==> src/rtl/noc_sink_pkg.sv <==
// Shared constants for the NoC packet sink: flit marker values, flit field
// bit positions (64-bit flit layout), FSM state encoding and pkt_err bit
// indices.
package noc_sink_pkg;

   localparam logic [7:0] HEAD_H = 8'hA5;
   localparam logic [7:0] HEAD_E = 8'h5A;
   localparam logic [7:0] TAIL_H = 8'hC3;
   localparam logic [7:0] TAIL_E = 8'h3C;

   // LSB position of each flit field
   localparam int POS_MARK_H = 56;
   localparam int POS_SRC_X  = 52;
   localparam int POS_SRC_Y  = 48;
   localparam int POS_DST_X  = 44;
   localparam int POS_DST_Y  = 40;
   localparam int POS_TYPE   = 38;
   localparam int POS_ORDER  = 34;
   localparam int POS_LEN    = 26;
   localparam int POS_MARK_E = 18;

   localparam logic [1:0] IDLE      = 2'd0;
   localparam logic [1:0] BODY      = 2'd1;
   localparam logic [1:0] WAIT_TAIL = 2'd2;
   localparam logic [1:0] DROP      = 2'd3;

   // pkt_err = {err_tail, err_len, err_dest, err_hdr}
   localparam int ERR_HDR  = 0;
   localparam int ERR_DEST = 1;
   localparam int ERR_LEN  = 2;
   localparam int ERR_TAIL = 3;

endpackage

==> src/rtl/noc_skid_buffer.sv <==
// Two-entry payload buffer between the sink FSM and the local consumer.
// Ports:
//   i_clk, i_rst        clock, asynchronous active-high reset
//   i_valid, i_data     push side (i_valid must only be raised while o_ready)
//   o_ready             space available; low during reset and until the first
//                       clock edge after reset release
//   o_valid, o_data     registered output stream, held until i_ready
//   i_ready             consumer accept
module noc_skid_buffer #(
   parameter int W = 65
) (
   input  logic         i_clk,
   input  logic         i_rst,
   input  logic         i_valid,
   input  logic [W-1:0] i_data,
   output logic         o_ready,
   output logic         o_valid,
   output logic [W-1:0] o_data,
   input  logic         i_ready
);

   logic [W-1:0] r_mem [2];
   logic         r_wptr;
   logic         r_rptr;
   logic [1:0]   r_count;
   logic         r_init;
   logic         w_push;
   logic         w_pop;

   assign o_ready = r_init & (r_count != 2'd2);
   assign o_valid = (r_count != 2'd0);
   assign o_data  = r_mem[r_rptr];
   assign w_push  = i_valid & o_ready;
   assign w_pop   = o_valid & i_ready;

   always_ff @(posedge i_clk or posedge i_rst) begin
      if (i_rst) begin
         r_mem[0] <= '0;
         r_mem[1] <= '0;
         r_wptr   <= 1'b0;
         r_rptr   <= 1'b0;
         r_count  <= 2'd0;
         r_init   <= 1'b0;
      end else begin
         r_init <= 1'b1;
         if (w_push) begin
            r_mem[r_wptr] <= i_data;
            r_wptr        <= ~r_wptr;
         end
         if (w_pop)
            r_rptr <= ~r_rptr;
         r_count <= r_count + 2'(w_push) - 2'(w_pop);
      end
   end

endmodule

==> src/rtl/noc_packet_sink.sv <==
// NoC receive endpoint: validates header/tail flits addressed to this node,
// streams data-flit payload to the local consumer and emits one status pulse
// per packet with error flags.
// Ports:
//   noc_clk, noc_rst            clock, asynchronous active-high reset
//   in_valid/in_ready/in_flit   router flit stream, in_is_header/in_is_tail tag it
//   out_valid/out_ready         payload stream, out_data/out_last
//   pkt_done                    one-cycle status pulse; pkt_src_x/y, pkt_type,
//                               pkt_len, pkt_err hold until the next pulse
// Build option NOC_SINK_STATS_EN adds saturating good_pkt_cnt/err_pkt_cnt.
//
// state     | meaning
// IDLE      | waiting for a header
// BODY      | header accepted, forwarding data flits until len reached
// WAIT_TAIL | all data seen, expecting the tail
// DROP      | packet already reported as bad, discarding up to its tail
module noc_packet_sink
   import noc_sink_pkg::*;
#(
   parameter int                DATA_W = 64,
   parameter int                ID_X_W = 4,
   parameter int                ID_Y_W = 4,
   parameter int                LEN_W  = 8,
   parameter logic [ID_X_W-1:0] X_ID   = '0,
   parameter logic [ID_Y_W-1:0] Y_ID   = '0
) (
   input  logic              noc_clk,
   input  logic              noc_rst,
   input  logic              in_valid,
   output logic              in_ready,
   input  logic [DATA_W-1:0] in_flit,
   input  logic              in_is_header,
   input  logic              in_is_tail,
   output logic              out_valid,
   input  logic              out_ready,
   output logic [DATA_W-1:0] out_data,
   output logic              out_last,
   output logic              pkt_done,
   output logic [ID_X_W-1:0] pkt_src_x,
   output logic [ID_Y_W-1:0] pkt_src_y,
   output logic [1:0]        pkt_type,
   output logic [LEN_W-1:0]  pkt_len,
   output logic [3:0]        pkt_err
`ifdef NOC_SINK_STATS_EN
   ,
   output logic [15:0]       good_pkt_cnt,
   output logic [15:0]       err_pkt_cnt
`endif
);

   logic [7:0]        w_mark_h, w_mark_e;
   logic [ID_X_W-1:0] w_src_x, w_dst_x;
   logic [ID_Y_W-1:0] w_src_y, w_dst_y;
   logic [1:0]        w_type;
   logic [LEN_W-1:0]  w_len;
   logic              w_acc, w_is_hdr, w_is_tail;
   logic              w_hdr_ok, w_dst_ok, w_tail_ok;

   logic [1:0]        r_state, w_state_nxt;
   logic [LEN_W-1:0]  r_cnt, w_cnt_nxt, w_cnt_inc;
   logic [ID_X_W-1:0] r_src_x;
   logic [ID_Y_W-1:0] r_src_y;
   logic [1:0]        r_type;
   logic [LEN_W-1:0]  r_len;
   logic              w_done, w_push, w_last, w_latch, w_flit_fields;
   logic [3:0]        w_err;

   logic              r_pkt_done;
   logic [ID_X_W-1:0] r_pkt_src_x;
   logic [ID_Y_W-1:0] r_pkt_src_y;
   logic [1:0]        r_pkt_type;
   logic [LEN_W-1:0]  r_pkt_len;
   logic [3:0]        r_pkt_err;

   assign w_mark_h  = in_flit[POS_MARK_H +: 8];
   assign w_mark_e  = in_flit[POS_MARK_E +: 8];
   assign w_src_x   = in_flit[POS_SRC_X +: ID_X_W];
   assign w_src_y   = in_flit[POS_SRC_Y +: ID_Y_W];
   assign w_dst_x   = in_flit[POS_DST_X +: ID_X_W];
   assign w_dst_y   = in_flit[POS_DST_Y +: ID_Y_W];
   assign w_type    = in_flit[POS_TYPE +: 2];
   assign w_len     = in_flit[POS_LEN +: LEN_W];

   assign w_acc     = in_valid & in_ready;
   assign w_is_hdr  = in_is_header;
   // a flit tagged both header and tail is treated as a header
   assign w_is_tail = in_is_tail & ~in_is_header;
   assign w_hdr_ok  = (w_mark_h == HEAD_H) && (w_mark_e == HEAD_E);
   assign w_dst_ok  = (w_dst_x == X_ID) && (w_dst_y == Y_ID);
   assign w_tail_ok = (w_mark_h == TAIL_H) && (w_mark_e == TAIL_E) &&
                      (w_src_x == r_src_x) && (w_src_y == r_src_y);
   assign w_cnt_inc = r_cnt + LEN_W'(1);

   always_comb begin
      w_state_nxt   = r_state;
      w_cnt_nxt     = r_cnt;
      w_done        = 1'b0;
      w_err         = '0;
      w_push        = 1'b0;
      w_last        = 1'b0;
      w_latch       = 1'b0;
      w_flit_fields = 1'b0;
      if (w_acc) begin
         if (w_is_hdr && r_state != DROP) begin
            // a header mid-packet closes the current packet with err_tail and
            // is then judged as a fresh header in the same cycle
            w_done          = (r_state != IDLE);
            w_err[ERR_TAIL] = (r_state != IDLE);
            w_flit_fields   = (r_state == IDLE);
            if (!w_hdr_ok) begin
               w_done         = 1'b1;
               w_err[ERR_HDR] = 1'b1;
               w_state_nxt    = IDLE;
            end else if (!w_dst_ok) begin
               w_done          = 1'b1;
               w_err[ERR_DEST] = 1'b1;
               w_state_nxt     = DROP;
            end else begin
               w_latch     = 1'b1;
               w_cnt_nxt   = '0;
               w_state_nxt = (w_len == '0) ? WAIT_TAIL : BODY;
            end
         end else begin
            case (r_state)
               IDLE: begin
                  w_done         = 1'b1;
                  w_err[ERR_HDR] = 1'b1;
                  w_flit_fields  = 1'b1;
               end
               BODY: begin
                  if (w_is_tail) begin
                     w_done         = 1'b1;
                     w_err[ERR_LEN] = 1'b1;
                     w_state_nxt    = IDLE;
                  end else begin
                     w_push    = 1'b1;
                     w_cnt_nxt = w_cnt_inc;
                     if (w_cnt_inc == r_len) begin
                        w_last      = 1'b1;
                        w_state_nxt = WAIT_TAIL;
                     end
                  end
               end
               WAIT_TAIL: begin
                  w_done = 1'b1;
                  if (w_is_tail) begin
                     w_err[ERR_TAIL] = ~w_tail_ok;
                     w_state_nxt     = IDLE;
                  end else begin
                     w_err[ERR_LEN] = 1'b1;
                     w_state_nxt    = DROP;
                  end
               end
               default: begin
                  if (w_is_tail)
                     w_state_nxt = IDLE;
               end
            endcase
         end
      end
   end

   always_ff @(posedge noc_clk or posedge noc_rst) begin
      if (noc_rst) begin
         r_state     <= IDLE;
         r_cnt       <= '0;
         r_src_x     <= '0;
         r_src_y     <= '0;
         r_type      <= '0;
         r_len       <= '0;
         r_pkt_done  <= 1'b0;
         r_pkt_src_x <= '0;
         r_pkt_src_y <= '0;
         r_pkt_type  <= '0;
         r_pkt_len   <= '0;
         r_pkt_err   <= '0;
      end else begin
         r_state    <= w_state_nxt;
         r_cnt      <= w_cnt_nxt;
         r_pkt_done <= w_done;
         if (w_latch) begin
            r_src_x <= w_src_x;
            r_src_y <= w_src_y;
            r_type  <= w_type;
            r_len   <= w_len;
         end
         if (w_done) begin
            r_pkt_err   <= w_err;
            // errors found in IDLE describe the offending flit itself
            r_pkt_src_x <= w_flit_fields ? w_src_x : r_src_x;
            r_pkt_src_y <= w_flit_fields ? w_src_y : r_src_y;
            r_pkt_type  <= w_flit_fields ? w_type  : r_type;
            r_pkt_len   <= w_flit_fields ? w_len   : r_len;
         end
      end
   end

   assign pkt_done  = r_pkt_done;
   assign pkt_src_x = r_pkt_src_x;
   assign pkt_src_y = r_pkt_src_y;
   assign pkt_type  = r_pkt_type;
   assign pkt_len   = r_pkt_len;
   assign pkt_err   = r_pkt_err;

`ifdef NOC_SINK_STATS_EN
   logic [15:0] r_good_cnt, r_err_cnt;

   always_ff @(posedge noc_clk or posedge noc_rst) begin
      if (noc_rst) begin
         r_good_cnt <= '0;
         r_err_cnt  <= '0;
      end else if (w_done) begin
         if (w_err == '0) begin
            if (r_good_cnt != 16'hFFFF)
               r_good_cnt <= r_good_cnt + 16'd1;
         end else if (r_err_cnt != 16'hFFFF) begin
            r_err_cnt <= r_err_cnt + 16'd1;
         end
      end
   end

   assign good_pkt_cnt = r_good_cnt;
   assign err_pkt_cnt  = r_err_cnt;
`endif

   noc_skid_buffer #(
      .W (DATA_W + 1)
   ) u_skid (
      .i_clk   (noc_clk),
      .i_rst   (noc_rst),
      .i_valid (w_push),
      .i_data  ({w_last, in_flit}),
      .o_ready (in_ready),
      .o_valid (out_valid),
      .o_data  ({out_last, out_data}),
      .i_ready (out_ready)
   );

endmodule
==> config.mk <==
export PLATFORM = sky130hd
export DESIGN_NAME = noc_packet_sink
export DESIGN_NICKNAME = d
export VERILOG_FILES = /design/src/rtl/noc_sink_pkg.sv /design/src/rtl/noc_skid_buffer.sv /design/src/rtl/noc_packet_sink.sv
export SDC_FILE = /design/constraint.sdc
export NUM_CORES = 1
export LEC_CHECK = 0
export CAP_MARGIN = 10
export CORE_MARGIN = 2
export CORE_UTILIZATION = 53
export DETAILED_ROUTE_END_ITERATION = 10
export PLACE_DENSITY = 0.81
export SYNTH_ARGS = -nofsm -noshare
export SYNTH_HDL_FRONTEND = slang
export SYNTH_SLANG_ARGS = --single-unit
export TNS_END_PERCENT = 50
==> constraint.sdc <==
create_clock -name noc_clk -period 7.9 [get_ports noc_clk]
set_input_delay 0.79 -clock noc_clk [delete_from_list [all_inputs] [get_ports noc_clk]]
set_output_delay 0.79 -clock noc_clk [all_outputs]
set_load 0.005 [all_outputs]
==> metrics.txt <==
status finished, final reports clean; Clock transition at path regs roughly 0.060 ns; Main synth FF type dfrtp_1; Setup WS post-layout around 4.6 ns; layout cells sized above 1 0.212; worst r2r src u_skid.r_count[1]; post-synth top area cell dfrtp_1; most common cell in the synthesized netlist nand2_1; DP HPWL 13.2 mm; area growth from synthesis to layout 28.4%; htree depth 4; GR Overflow Total 0; Hold Path Depth 2; register area about 4700 um^2; Inserted Diodes 0; DIE AREA about 17000 um^2; core area roughly 16000 um^2; Post-Syn Nets between 800 and 900; CTS tree done; DRC 0; num ports 160; r2r setup slk around 5 ns; slowest CP cell buf_4; worst hold path type reg2reg; Endpoint, Worst Hold u_skid.r_mem[128]; critical-path cell list buf_4, mux2_2, clkdlybuf4s50_1; endpoints failing setup 0; worst slew pin tran between 1 and 1.5 ns; sort of element at the start of the critical path flop; DRT Pass-1 Iters 5; overall power about 3.6 mW; Post-synth EDFFs 0; gp weighted congestion a little under 0.9; initial antenna violation count 0; Net count, final approximately 1000; Fin Clk Skew about 0.0088 ns; multi-input logic area 3720 um^2; Worst path max stage delay 0.70 ns; pre-CTS WS between 4 and 5 ns; maxcap violations 0; Worst R2R End u_skid.r_mem[52]; synthesized area 8550 um^2; Worst EP arrival ~2.5 ns; Unique masters post-synth roughly 50; Starting Density 0.540; TritonCTS buffer count 17; Warnings, synthesis 0; Setup Buffers After CTS 0; clock period minus worst slack approximately 3.3 ns; setup_tns 0 ns; # rows 46; peak supply drop between 0.00015 and 0.0002 V; port buffer count roughly 160; Synth Instances approximately 770; asr flop ratio synth 1.00; Die Span Y approximately 130 um; Vias/cell approximately 5.3; top cells by count, synth 234 x nand2_1, 186 x dfrtp_1, 147 x mux2_2; CP endpoint kind output port; WL/cell around 17 um; hold_sp u_skid.r_mem[128]; RSZ-0062 raised after global routing false; clk root buf clkbuf_16; width of the die 131 um; CP Launch Point u_skid.r_rptr; Design Area, Final 11000 um^2; Pleak approximately 5.4 nW; synthesized flop and latch total between 150 and 200; critical path fanouts, max 63; WP data required approximately 7 ns; largest net degree at the start of global routing 75; Detailed Route Iter0 Violations approximately 330; Post-CTS Hold Buffers 0; Area contributors post-synth dfrtp_1 54%, mux2_2 19%, nand2_1 10%, mux2i_1 2.3%, o21ai_0 2.0%; pwr/cell area between 300 and 400 nW/um^2; CP Class reg2out; clock buffer depth 2; total track usage 0.244; clock sink count approximately 190; post_cts resized 0; post-synth top area share 0.544; Slew HR 0.160; Max Clk Rate a little over 300 MHz; final worst path period share 0.418; Routed WL roughly 20 mm; Antenna Nets Post-Route 0; Slew Viols, Final 0; vias 6120; first-pass GRT wire length 31.9 mm; Fill cells around 1200; placed cell area 10300 um^2; hold violation count in the final report 0; synthesized area per cell approximately 11 um^2; cell count of the worst reg-to-reg path 6; register area share after synthesis 0.544; clk_lat worst skew 0.43 ns; vias in the first global route 6025
worst max-delay path: cells and delay by family (launching register included):
| family | cells | cell delay [ns] |
|---|---|---|
| buffers and inverters | 2 | 1.15 |
| DFF | 1 | 0.40 |
| muxes | 1 | 0.46 |
flip-flops by register name, indices dropped and copies added, names as in the netlist:
register        flops
u_skid.r_wptr       1
u_skid.r_rptr       1
r_type              2
r_src_y             4
r_src_x             4
r_state             2
pkt_src_x           4
pkt_done            1
u_skid.r_init       1
pkt_type            2
r_cnt               8
u_skid.r_count      2
pkt_src_y           4
pkt_len             8
pkt_err             4
r_len               8
u_skid.r_mem      130
cell usage in the layout, fill, tap and decap left out, types with 6 or more instances in the layout:
cell type	n
buf_4	6
mux2i_1	20
ha_1	7
mux2_2	147
inv_1	11
clkdlybuf4s50_1	159
xnor2_1	17
nor2_1	10
dfrtp_1	185
o21ai_0	35
nand2_1	233
clkbuf_16	17
nand3_1	7
metrics by stage:
stage                     std cells  utilization  hold WS (ns)
final                          1150        0.694         0.469
after global routing           1150        0.694         0.487
after CTS                      1150        0.694         0.474
after detailed placement       1118        0.653         0.458
after global placement         1118        0.653         0.454
after floorplan                 774            -         0.442
layer usage:
layer  vias up  GRT usage  part of all wire
li1       2910          -                 -
met1      3019      0.331              0.44
met2       173      0.389              0.48
met3        18     0.0708             0.063
met4         0     0.0632             0.014
met5         -          0                 0
cells by family (layout without fill, tap and decap cells):
kind of cell / after synthesis / in the layout / share of synthesized area
AOI/OAI and AO/OA: 56 / 56 / 0.0380
xor gates and xnor gates: 22 / 22 / 0.0225
adders and majority gates: 7 / 7 / 0.0102
buffers and inverters: 49 / 209 / 0.0234
DFF: 186 / 186 / 0.544
muxes: 168 / 168 / 0.219
other: 1 / 1 / 0.000439
and+or+nand+nor: 285 / 285 / 0.142
where the power goes:
part / leakage (nW) / switching [mW] / internal, mW
logic: 2.57 / 0.462 / 0.728
clock network: 0.320 / 0.357 / 0.577
registers: 2.49 / 0.167 / 1.26
how the worst max path moves through the flow:
stage	slack [ns]	cells after the start	end
floorplan	2.05	1	pkt_done
detailed placement	4.35	6	r_src_x[0]
CTS	4.59	3	out_data[27]
global placement	4.41	6	r_len[4]
finish	4.60	3	out_data[28]
global route	4.50	3	out_data[27]
layout make-up:
type	instances	share of cell area
Timing Repair Buffer	165	0.149
Clock inverter	12	0.0178
Sequential cell	186	0.424
Clock buffer	20	0.0416
Tap cell	216	0.0246
Inverter	12	0.00456
Multi-Input combinational cell	539	0.338
No activity file was read; power rests on OpenSTA's default activity.
